[config.mk]
export PLATFORM = sky130hd
export DESIGN_NAME = kbd_event_queue
export DESIGN_NICKNAME = d
export VERILOG_FILES = /design/src/rtl/kbd_event_queue.sv
export SDC_FILE = /design/constraint.sdc
export NUM_CORES = 1
export LEC_CHECK = 0
export CORE_UTILIZATION = 55
export CTS_BUF_LIST = sky130_fd_sc_hd__clkbuf_4
export CTS_CLUSTER_SIZE = 24
export DETAILED_ROUTE_END_ITERATION = 7
export HOLD_SLACK_MARGIN = 0.12
export PLACE_DENSITY = 0.7
export SYNTH_ARGS = -nofsm -noshare
export SYNTH_HDL_FRONTEND = slang
export SYNTH_SLANG_ARGS = --single-unit
[constraint.sdc]
create_clock -name clk -period 4.1 [get_ports clk]
set_input_delay 1.025 -clock clk [delete_from_list [all_inputs] [get_ports clk]]
set_output_delay 1.025 -clock clk [all_outputs]
set_load 0.02 [all_outputs]
[src/rtl/kbd_event_queue.sv]
// kbd_event_queue
//   Buffers Amiga raw keycodes in a small circular FIFO and presents them one
//   at a time to the downstream keyboard/mouse port, waiting for the CIA
//   handshake (KDAT pulled low) before moving on. A dropped write raises a
//   sticky overflow flag, and the 8'hFA "buffer overflow" code is sent ahead
//   of queued codes as soon as the FIFO has room.
//
//   Handshake: in_strobe is a one-tick request, accepted only on a clk7_en
//   tick; there is no ready, and a write into a full FIFO is dropped unless a
//   pop happens on the same tick. Downstream, each new code is announced by a
//   toggle of kms_level with kbd_mouse_data valid from that tick onward.
//
// Ports
//   clk, _reset       system clock, asynchronous active-low reset
//   clk7_en           7 MHz enable; all state advances only on this tick
//   in_strobe/in_data keycode write request
//   host_ack          handshake level from the host, sampled on clk7_en
//   kms_level         toggles once per code presented
//   kbd_mouse_data    code presented downstream
//   kbd_mouse_type    constant 2'd2 (keyboard)
//   busy              FSM not idle or FIFO non-empty
//   overflow          sticky dropped-write flag
//   level             FIFO occupancy
module kbd_event_queue #(
    parameter int DEPTH       = 8,
    parameter int ACK_TIMEOUT = 1001000,
    parameter int GAP         = 1400,
    parameter int RETRIES     = 1
) (
    input  logic                       clk,
    input  logic                       _reset,
    input  logic                       clk7_en,
    input  logic                       in_strobe,
    input  logic [7:0]                 in_data,
    input  logic                       host_ack,
    output logic                       kms_level,
    output logic [7:0]                 kbd_mouse_data,
    output logic [1:0]                 kbd_mouse_type,
    output logic                       busy,
    output logic                       overflow,
    output logic [$clog2(DEPTH):0]     level
);
    localparam int AW          = $clog2(DEPTH);
    localparam int LW          = AW + 1;
    localparam int SHIFT_TICKS = 2048;
    localparam int MAX_AG      = (ACK_TIMEOUT > GAP) ? ACK_TIMEOUT : GAP;
    localparam int CNT_MAX     = (MAX_AG > SHIFT_TICKS) ? MAX_AG : SHIFT_TICKS;
    localparam int CW          = $clog2(CNT_MAX + 1);
    localparam int RW          = (RETRIES < 1) ? 1 : $clog2(RETRIES + 1);

    // The counter runs down from ACK_TIMEOUT-1 on the tick after SEND, so it
    // holds ACK_TIMEOUT-k at the k-th tick after SEND. The ack window opens
    // at k = 2048 (assumes ACK_TIMEOUT >= 2048).
    localparam logic [CW-1:0] ACK_LOAD = CW'(ACK_TIMEOUT - 1);
    localparam logic [CW-1:0] ACK_OPEN = CW'(ACK_TIMEOUT - SHIFT_TICKS);
    localparam logic [CW-1:0] GAP_LOAD = CW'(GAP - 1);
    localparam logic [LW-1:0] FULL_LVL = LW'(DEPTH);
    localparam logic [RW-1:0] RETRY_MAX = RW'(RETRIES);
    localparam logic [7:0]    OVF_CODE = 8'hFA;

    typedef enum logic [1:0] {
        ST_IDLE,
        ST_SEND,
        ST_WAIT_ACK,
        ST_GAP
    } state_t;

    state_t          state_q, state_d;
    logic [7:0]      mem_q [DEPTH];
    logic [AW-1:0]   wr_ptr_q, wr_ptr_d;
    logic [AW-1:0]   rd_ptr_q, rd_ptr_d;
    logic [LW-1:0]   count_q, count_d;
    logic [7:0]      code_q, code_d;
    logic            is_fa_q, is_fa_d;
    logic [7:0]      data_q, data_d;
    logic            kms_q, kms_d;
    logic            ovf_q, ovf_d;
    logic [CW-1:0]   cnt_q, cnt_d;
    logic [RW-1:0]   retry_q, retry_d;

    logic full, empty, fa_go, pop, wr_ok, drop, fa_done;

    assign full  = (count_q == FULL_LVL);
    assign empty = (count_q == '0);
    // A pending overflow code goes first, but only once a slot is free.
    assign fa_go = ovf_q && !full;
    assign pop   = clk7_en && (state_q == ST_IDLE) && !fa_go && !empty;
    // A pop on the same tick frees the slot the write needs.
    assign wr_ok = clk7_en && in_strobe && (!full || pop);
    assign drop  = clk7_en && in_strobe && full && !pop;

    always_comb begin
        state_d  = state_q;
        code_d   = code_q;
        is_fa_d  = is_fa_q;
        data_d   = data_q;
        kms_d    = kms_q;
        cnt_d    = cnt_q;
        retry_d  = retry_q;
        fa_done  = 1'b0;
        wr_ptr_d = wr_ok ? wr_ptr_q + AW'(1) : wr_ptr_q;
        rd_ptr_d = pop ? rd_ptr_q + AW'(1) : rd_ptr_q;
        count_d  = count_q + LW'(wr_ok) - LW'(pop);

        if (clk7_en) begin
            case (state_q)
                ST_IDLE: begin
                    if (fa_go) begin
                        code_d  = OVF_CODE;
                        is_fa_d = 1'b1;
                        state_d = ST_SEND;
                    end else if (!empty) begin
                        code_d  = mem_q[rd_ptr_q];
                        is_fa_d = 1'b0;
                        state_d = ST_SEND;
                    end
                end
                ST_SEND: begin
                    data_d  = code_q;
                    kms_d   = ~kms_q;
                    cnt_d   = ACK_LOAD;
                    state_d = ST_WAIT_ACK;
                end
                ST_WAIT_ACK: begin
                    if (host_ack && (cnt_q <= ACK_OPEN)) begin
                        fa_done = is_fa_q;
                        retry_d = '0;
                        cnt_d   = GAP_LOAD;
                        state_d = ST_GAP;
                    end else if (cnt_q == '0) begin
                        if (retry_q < RETRY_MAX) begin
                            retry_d = retry_q + RW'(1);
                            state_d = ST_SEND;
                        end else begin
                            // Discarded; an unacked 8'hFA leaves overflow set
                            // so it is attempted again from IDLE.
                            retry_d = '0;
                            cnt_d   = GAP_LOAD;
                            state_d = ST_GAP;
                        end
                    end else begin
                        cnt_d = cnt_q - CW'(1);
                    end
                end
                ST_GAP: begin
                    if (cnt_q == '0) begin
                        state_d = ST_IDLE;
                    end else begin
                        cnt_d = cnt_q - CW'(1);
                    end
                end
                default: state_d = ST_IDLE;
            endcase
        end

        // A drop on the same tick as the 8'hFA ack keeps the flag set.
        ovf_d = (ovf_q && !fa_done) || drop;
    end

    always_ff @(posedge clk or negedge _reset) begin
        if (!_reset) begin
            state_q  <= ST_IDLE;
            wr_ptr_q <= '0;
            rd_ptr_q <= '0;
            count_q  <= '0;
            code_q   <= '0;
            is_fa_q  <= 1'b0;
            data_q   <= '0;
            kms_q    <= 1'b0;
            ovf_q    <= 1'b0;
            cnt_q    <= '0;
            retry_q  <= '0;
        end else begin
            state_q  <= state_d;
            wr_ptr_q <= wr_ptr_d;
            rd_ptr_q <= rd_ptr_d;
            count_q  <= count_d;
            code_q   <= code_d;
            is_fa_q  <= is_fa_d;
            data_q   <= data_d;
            kms_q    <= kms_d;
            ovf_q    <= ovf_d;
            cnt_q    <= cnt_d;
            retry_q  <= retry_d;
        end
    end

    // Storage needs no reset: the pointers define what is valid.
    always_ff @(posedge clk) begin
        if (wr_ok) begin
            mem_q[wr_ptr_q] <= in_data;
        end
    end

    assign kms_level      = kms_q;
    assign kbd_mouse_data = data_q;
    assign kbd_mouse_type = 2'd2;
    assign busy           = (state_q != ST_IDLE) || !empty;
    assign overflow       = ovf_q;
    assign level          = count_q;
endmodule

=== After elaboration in Yosys (flattened, before gate mapping) ===
Memory sizes are Yosys's and may differ from the RTL's.
Cells that the tools add are included.

* Memories: 1
* Input port bits: 13
* ROM bits: 0
* Word-level logic and storage cells: 84
* Output and inout port bits: 17
* Memory bits (writable): 64
* Latch bits: 0
* Register bits after elaboration: 52

{| class="wikitable"
|+ Memories
! memory !! depth !! width !! rd ports !! clocked after Yosys merged registers in !! wr ports !! RTL line !! text
|-
| mem_q || 8 || 8 || 1 || 0 || 1 || 69 || <nowiki>logic [7:0] mem_q [DEPTH];</nowiki>
|}

* Bitwise logic cells: 1
* $mul: 0
* Add/sub/neg operators: 6
* Mux-type cells: 24
* Magnitude comparators: 2
* Eq/ne operators: 10
* Shift-type cells: 0
* Divide/modulo/power cells: 0
* Reductions and logical operators: 29

{| class="wikitable"
|+ Operators with widths
! kind !! count
|-
| $mux W20 || 4
|-
| $pmux W20 S3 || 1
|-
| $le A20 B20 Y1 const B || 1
|-
| $logic_not A20 Y1 || 1
|-
| $sub A20 B1 Y20 const B || 1
|-
| $mux W8 || 2
|-
| $mux W2 || 6
|-
| $logic_and A1 B1 Y1 || 10
|-
| $mux W1 || 10
|-
| $pmux W2 S4 || 1
|-
| $reduce_and A4 Y1 || 2
|-
| $add A3 B1 Y3 const B || 2
|-
| $ne A3 B3 Y1 const B || 2
|-
| $reduce_and A3 Y1 || 2
|-
| $logic_not A1 Y1 || 5
|-
| $add A4 B1 Y4 || 1
|-
| $eq A2 B2 Y1 const B || 2
|-
| $eq A4 B4 Y1 const B || 1
|-
| $logic_not A4 Y1 || 1
|-
| $ne A2 B2 Y1 const B || 2
|-
| $ne A4 B4 Y1 const B || 1
|-
| $reduce_bool A2 Y1 || 2
|-
| $sub A4 B1 Y4 || 1
|-
| $logic_or A1 B1 Y1 || 3
|-
| other kinds (8) || 8
|}

=== Longest topological paths before layout ===
Gate-level depths: netlist of the first run.

* Depth in word-level cells: 10
* Depth in mapped cells: 12
* Depth with buffers taken out: 12

=== Worst setup path after synthesis of the first run ===
No wires, ideal clock.

* Path kind: input port to flip-flop
* Start: input port clk7_en
* End: memory mem_q[0][0], enable pin
* Setup time: 0.395 ns
* Setup slack: 0.938 ns
* Path buffers: 1
* Stages: 5
* Arrival time: 2.767 ns
* Path through: clkbuf_1 > nand2_1 > a31oi_1 > inv_1 > nor4_1

* Word-level cells in the longest chain between the ends: 7
* Elaborated cells between the ends (all ways): 8

{| class="wikitable"
|+ Ends and longest elaborated chain
! item !! RTL line !! text
|-
| from (decl) || 32 || <nowiki>input logic clk7_en,</nowiki>
|-
| $logic_and A1 B1 Y1 (3 in series) || 87 || <nowiki>assign pop = clk7_en && (state_q == ST_IDLE) && !fa_go && !empty;</nowiki>
|-
| $logic_or A1 B1 Y1 || 89 || <nowiki>assign wr_ok = clk7_en && in_strobe && (!full || pop);</nowiki>
|-
| $logic_and A1 B1 Y1 * || 89 ||
|-
| $mux W1 * || 190 || <nowiki>if (wr_ok) begin</nowiki>
|-
| $mux W1 (not written as such) * || 191 || <nowiki>mem_q[wr_ptr_q] <= in_data;</nowiki>
|-
| to (decl) || 69 ||
|}

Every way passes the cells marked *; elsewhere a longest branch is shown, timed or not.

=== Worst setup path in the final report of the first run ===
* Start: register state_q[1]
* End: output port busy

* Word-level cells in the longest chain between the ends: 2

{| class="wikitable"
|+ Ends and longest elaborated chain
! item !! RTL line !! text
|-
| from (decl) || 68 || <nowiki>state_t state_q, state_d;</nowiki>
|-
| from (signal assigned) || 174 || <nowiki>state_q <= state_d;</nowiki>
|-
| $reduce_bool A2 Y1 || 198 || <nowiki>assign busy = (state_q != ST_IDLE) || !empty;</nowiki>
|-
| $logic_or A1 B1 Y1 || 198 ||
|-
| to (decl) || 39 || <nowiki>output logic busy,</nowiki>
|}

No other way between the ends.

==> flow_metrics.env, run 1 <==
export IMPL_final_area_mm2=0.00596
export IMPL_clock_sinks=116
export IMPL_startpoint="state_q[1]$_DFFE_PN0P_"
export IMPL_synthArstFlopShare_pct=44.8
export IMPL_first_global_vias=3147
export IMPL_synth_cell_types=59
export IMPL_avgSynthCellArea_um2=13.6
export IMPL_finalCriticalPeriod_ns=3.29
export IMPL_maxSlewViolCount=0
export IMPL_ctsRootBufferMaster="clkbuf_4"
export IMPL_clkTransAtPathRegs_ns=0.10
export IMPL_p_leak_nw=2.29
export IMPL_finalHoldViolCount=0
export IMPL_hpwl_mm=6.33
export IMPL_synth_nets=408
export IMPL_drc=0
export IMPL_post_route_period_util_pct=80.3
export IMPL_grt_remaining_overflow=0
export IMPL_first_iter_violations=154
export IMPL_finalNetCount=446
export IMPL_numPortBuffers=27
export IMPL_path_class="reg2out"
export IMPL_relSlewSlack_pct=27.6
export IMPL_die_y_um=99.5
export IMPL_status="finished clean"
export IMPL_cts_resized_gates=0
export IMPL_worst_pin_slew_ns=1.09
export IMPL_cts_hold_buf=0
export IMPL_gp_congestion=0.810
export IMPL_startpoint_type="register"
export IMPL_drt_vias_per_instance=5.63
export IMPL_core_mm2=0.00924
export IMPL_power_density_mw_per_mm2=485
export IMPL_grt_total_usage_pct=21.2
export IMPL_cp_required_ns=3.07
export IMPL_io_pins=30
export IMPL_ys_seq_area_share_pct=61.7
export IMPL_yosys_area_top_type="edfxtp_1"
export IMPL_initial_utilization_pct=56.5
export IMPL_rows=35
export IMPL_postCtsSetupRepairBufs=0
export IMPL_multi_input_area_mm2=0.00182
export IMPL_n_antenna_cell=0
export IMPL_worstHoldStart="kms_level$_DFFE_PN0P_"
export IMPL_drive_above_1_share_pct=19.3
export IMPL_critPathArrivalTime_ns=2.27
export IMPL_firstDrtPassIters=4
export IMPL_ir_worst_vdd_uv=312
export IMPL_dpl_cell_area_mm2=0.00563
export IMPL_fmax_ghz=0.304
export IMPL_min_path_type="reg2reg"
export IMPL_worstPathMaxFanout=20
export IMPL_clockBufferDepth=2
export IMPL_antenna_found_initial=0
export IMPL_cts_tree="yes"
export IMPL_area_growth_pct=14.0
export IMPL_die_area_mm2=0.00989
export IMPL_fillers=699
export IMPL_grt_pass1_wl_mm=15.5
export IMPL_power_total_w=0.00289
export IMPL_rsz0062_at_grt="no"
export IMPL_synth_area_leaders="edfxtp_1 37%, dfrtp_1 25%, mux4_2 6.9%, mux2_2 2.4%, ha_1 2.2%"
export IMPL_ff_latch_area_mm2=0.00322
export IMPL_fin_skew_ns=0.0201
export IMPL_reg2reg_slack_ns=1.23
export IMPL_grt_max_degree=34
export IMPL_whs_ns=0.483
export IMPL_clk_latency_ns=0.50
export IMPL_die_w_um=99.5
export IMPL_cts_buffers=17
export IMPL_ant_nets=0
export IMPL_cp_end_kind="primary output"
export IMPL_synth_seq_cells=116
export IMPL_reg2reg_from="cnt_q[0]$_DFFE_PN0P_"
export IMPL_post_route_util_pct=64.5
export IMPL_drv_cap=0
export IMPL_setup_tns_final_ns=0
export IMPL_synth_top_flop_cell="edfxtp_1"
export IMPL_postSynthCellCount=385
export IMPL_synth_edff_count=64
export IMPL_vias=3182
export IMPL_finalSetupViolations=0
export IMPL_yosysWarningCount=0
export IMPL_h_tree_depth=4
export IMPL_synth_cell_area_mm2=0.00523
export IMPL_synth_top_area_share_pct=36.8
export IMPL_drt_wl_total_mm=9.55
export IMPL_wl_per_cell_um=16.9
cell usage after synthesis, types with 5 or more instances:
cell      number
mux2i_1        6
a21oi_1       15
a31oi_1        8
inv_1         17
ha_1           9
edfxtp_1      64
dfrtp_1       52
clkbuf_1      10
nand3_1        8
o21ai_0       15
o31ai_1       11
a22o_1         5
or3_1          6
mux2_2        11
nand2_1       24
nor3_1        15
mux4_2        16
nor2_1        26
state kept, by name (all words and copies together) (netlist names):
signal	flops
kms_level	1
wr_ptr_q	3
code_q	8
rd_ptr_q	3
mem_q	64
is_fa_q	1
retry_q	1
level	4
state_q	2
overflow	1
cnt_q	20
kbd_mouse_data	8
per-layer routing:
layer  routed length [µm]  track usage [%]  vias to the layer above
met5                    0                0                        -
met4                  112             9.05                        0
met3                  282             5.55                        8
met2                 4950             35.5                       62
met1                 4210             26.1                     1581
li1                     -                -                     1531
path summary, 6_finish.rpt:
check                                           endpoint  cells after the start
setup / recovery                                    busy                      3
hold / removal                     kms_level$_DFFE_PN0P_                      1
setup reg to reg                   cnt_q[13]$_DFFE_PN0P_                      8
hold reg to reg                    kms_level$_DFFE_PN0P_                      1
max in group asynchronous  kbd_mouse_data[5]$_DFFE_PN0P_                      2
min in group asynchronous          cnt_q[17]$_DFFE_PN0P_                      1
critical path, stage by stage (launching register included):
cell	delay, ns
dfrtp_1	0.79
nor2_1	0.20
nand3_1	0.17
clkdlybuf4s50_1	0.62
where the power goes:
part / switching [W] / internal, W
clock: 0.000428 / 0.000498
sequential: 0.000118 / 0.00136
combinational: 0.000259 / 0.000224
total: 0.000806 / 0.00208
through the flow:
step	setup WS [ns]	std cells
detailed placement	0.734	533
floorplan	0.938	385
CTS	0.786	565
global placement	0.756	533
finish	0.808	565
global route	0.665	565
cell families (layout without fill, tap and decap cells):
logic type,Yosys count,in the layout,synth area share [%]
DFF,116,116,61.7
and+or+nand+nor,103,103,10.1
AOI/OAI and AO/OA,76,76,10.5
buffers and inverters,38,89,3.45
muxes,33,33,10.4
adders and majority gates,10,10,2.54
xor gates and xnor gates,7,7,1.17
other,2,2,0.144
cell usage in the layout, fill, tap and decap left out, types with 9 or more instances in the layout:
cell type and instances:
edfxtp_1 64, o21ai_0 15, buf_4 13, inv_1 17, a21oi_1 15, dfrtp_1 52, nor3_1 15, mux2_2 11
mux4_2 16, clkbuf_4 19, ha_1 9, nor2_1 26, clkdlybuf4s50_1 26, nand2_1 24, o31ai_1 11
cell type report:
cell class,count,share of cell area [%]
Clock inverter,13,3.05
Timing Repair Buffer,40,6.09
Tap cell,129,2.71
Inverter,17,1.07
Sequential cell,116,54.1
Clock buffer,19,2.39
Multi-Input combinational cell,231,30.6
Power figures use the tool's default switching activity.
==> inputs of run 2 (changes only) <==
--- a/config.mk
+++ b/config.mk
@@ -10,7 +10,7 @@
 export CTS_CLUSTER_SIZE = 24
 export DETAILED_ROUTE_END_ITERATION = 7
 export HOLD_SLACK_MARGIN = 0.12
-export PLACE_DENSITY = 0.7
+export PLACE_DENSITY = 0.73
 export SYNTH_ARGS = -nofsm -noshare
 export SYNTH_HDL_FRONTEND = slang
 export SYNTH_SLANG_ARGS = --single-unit
==> constraint.sdc (replaced) <==
create_clock -name clk -period 2.95 [get_ports clk]
set_input_delay 0.7375 -clock clk [delete_from_list [all_inputs] [get_ports clk]]
set_output_delay 0.7375 -clock clk [all_outputs]
set_load 0.02 [all_outputs]
==> run 2 against run 1 <==
  * Clock power up 29%
  * Via count increased by 2.8%
  * Sequential cell count stayed put
  * Clock-buffer cell count increased by 3
  * Global-route usage up 0.62 points
  * Sequential power rose by 39%
  * Critical path depth is the same
  * Clock skew down 0.0035 ns
  * First-iteration DRC count decreased by 19%
==> flow_metrics.env, run 2 (synthesis results as in run 1) <==
export IMPL_status="finished clean"
export IMPL_p_leak_nw=2.34
export IMPL_power_density_mw_per_mm2=653
export IMPL_cts_resized_gates=0
export IMPL_wl_per_cell_um=16.8
export IMPL_drt_wl_total_mm=9.68
export IMPL_drv_cap=0
export IMPL_cts_tree="yes"
export IMPL_first_iter_violations=125
export IMPL_setup_tns_final_ns=0
export IMPL_n_antenna_cell=0
export IMPL_ant_nets=0
export IMPL_layout_setup_ws_ns=0.228
export IMPL_drt_vias_per_instance=5.66
export IMPL_maxSlewViolCount=0
export IMPL_critPathArrivalTime_ns=1.98
export IMPL_core_mm2=0.00924
export IMPL_numPortBuffers=27
export IMPL_area_growth_pct=15.4
export IMPL_grt_max_degree=26
export IMPL_finalCriticalPeriod_ns=2.72
export IMPL_clkPwrFrac_pct=30.4
export IMPL_relSlewSlack_pct=48.4
export IMPL_final_common_cell="edfxtp_1"
export IMPL_worstPathMaxFanout=11
export IMPL_grt_total_usage_pct=21.8
export IMPL_startpoint_type="register"
export IMPL_drive_above_1_share_pct=20.7
export IMPL_p_int_w=0.00284
export IMPL_p_switching_w=0.00110
export IMPL_finalNonFillerCells=578
export IMPL_finalHoldViolCount=0
export IMPL_sequentialPowerShare_pct=52.1
export IMPL_initial_utilization_pct=56.5
export IMPL_placed_cells=545
export IMPL_grt_remaining_overflow=0
export IMPL_cts_buffers=17
export IMPL_ir_worst_vdd_uv=448
export IMPL_gp_congestion=0.791
export IMPL_top_register="mem_q"
export IMPL_finalSetupViolations=0
export IMPL_clk_latency_ns=0.50
export IMPL_vias=3272
export IMPL_largest_register_ffs=64
export IMPL_fin_skew_ns=0.0166
export IMPL_rows=35
export IMPL_clock_sinks=116
export IMPL_swShare_pct=27.8
export IMPL_dpl_cell_area_mm2=0.00572
export IMPL_fmax_ghz=0.367
export IMPL_cp_end_kind="primary output"
export IMPL_die_w_um=99.5
export IMPL_grt_pass1_wl_mm=16.0
export IMPL_first_global_vias=3280
export IMPL_combPwrFrac_pct=17.5
export IMPL_drc=0
export IMPL_ctsRootBufferMaster="clkbuf_4"
export IMPL_reg_top3="mem_q x64, cnt_q x20"
export IMPL_firstDrtPassIters=4
export IMPL_mostFrequentLayoutCells="64 x edfxtp_1, 52 x dfrtp_1, 26 x nor2_1, 26 x clkdlybuf4s50_1, 25 x buf_4"
export IMPL_worst_pin_slew_ns=0.773
export IMPL_hpwl_mm=6.62
export IMPL_finalNetCount=459
export IMPL_min_path_type="reg2reg"
export IMPL_h_tree_depth=4
export IMPL_dp_slack_ns=0.0886
export IMPL_fillers=703
export IMPL_rsz0062_at_grt="no"
export IMPL_clkTransAtPathRegs_ns=0.10
export IMPL_path_class="reg2out"
export IMPL_clockBufferDepth=2
export IMPL_die_y_um=99.5
export IMPL_whs_ns=0.472
export IMPL_post_route_period_util_pct=92.3
export IMPL_io_pins=30
export IMPL_final_area_mm2=0.00603
export IMPL_die_area_mm2=0.00989
export IMPL_cp_required_ns=2.21
export IMPL_antenna_found_initial=0
## run 2: changes by cell type in the layout (fill, tap and decap cells not counted), moves of 3 or more
cell | previous run | this run
clkinv_2 | 4 | 1
clkinv_1 | 0 | 3
clkbuf_4 | 19 | 22
buf_4 | 13 | 25
## run 2: power groups by stage
stage	sequential, W	combinational [W]	clock, W
2_1_floorplan	0.00209	0.000404	0
3_3_place_gp	0.00207	0.000668	0
3_5_place_dp	0.00209	0.000696	0
4_1_cts	0.00205	0.000699	0.00123
5_1_grt	0.00208	0.000776	0.00130
6_report	0.00205	0.000689	0.00120
## run 2: worst paths after layout
| check | from | end | slack [ns] | depth (start not counted) |
|---|---|---|---|---|
| setup / recovery | state_q[0]$_DFFE_PN0P_ | busy | 0.23 | 3 |
| setup reg to reg | cnt_q[0]$_DFFE_PN0P_ | cnt_q[13]$_DFFE_PN0P_ | 0.37 | 9 |
| hold reg to reg | kms_level$_DFFE_PN0P_ | kms_level$_DFFE_PN0P_ | 0.47 | 1 |
| min in group asynchronous | _reset | level[3]$_DFF_PN0_ | 0.64 | 2 |
| hold / removal | kms_level$_DFFE_PN0P_ | kms_level$_DFFE_PN0P_ | 0.47 | 1 |
| max in group asynchronous | _reset | rd_ptr_q[2]$_DFFE_PN0P_ | 1.69 | 3 |
## run 2: what timing repair did
action	4_1_cts	5_1_grt
hold buffers	1	0
hold endpoints to repair	12	0
buffers inserted	0	0
## run 2: layer usage
| layer | vias to the layer above | share of wire (%) | global-route usage (%) |
|---|---|---|---|
| li1 | 1566 | - | - |
| met1 | 1623 | 44 | 27.7 |
| met2 | 69 | 51 | 35.7 |
| met3 | 14 | 4.1 | 6.61 |
| met4 | 0 | 1.5 | 7.92 |
| met5 | - | 0 | 0 |
## run 2: through the flow
stage	power [W]	util, %
2_1_floorplan	0.00250	-
3_3_place_gp	0.00274	61.9
3_5_place_dp	0.00278	61.9
4_1_cts	0.00398	65.3
5_1_grt	0.00416	65.3
6_report	0.00394	65.3
## run 2: cell type report
class	count	area, µm²	area share (%)
inverters	17	63.8	1.06
multi-input cells	231	1820	30.2
repair buffers	53	463	7.68
clock inverters	10	131	2.18
clock buffers	22	165	2.74
flip-flops and latches	116	3220	53.5
well taps	129	161	2.68
## run 2: worst max-delay path: stages, from the launching register on
cell and delay (ns):
dfrtp_1 0.51, nor2_1 0.28, nand3_1 0.14, clkdlybuf4s50_1 0.56
==> inputs of run 3 (changes only) <==
--- a/config.mk
+++ b/config.mk
@@ -5,12 +5,14 @@
 export SDC_FILE = /design/constraint.sdc
 export NUM_CORES = 1
 export LEC_CHECK = 0
+export CAP_MARGIN = 20
 export CORE_UTILIZATION = 55
 export CTS_BUF_LIST = sky130_fd_sc_hd__clkbuf_4
 export CTS_CLUSTER_SIZE = 24
 export DETAILED_ROUTE_END_ITERATION = 7
 export HOLD_SLACK_MARGIN = 0.12
 export PLACE_DENSITY = 0.73
+export SLEW_MARGIN = 10
 export SYNTH_ARGS = -nofsm -noshare
 export SYNTH_HDL_FRONTEND = slang
 export SYNTH_SLANG_ARGS = --single-unit
==> results of run 3 <==
Final layout, timing and power as in run 2 (identical DEF).
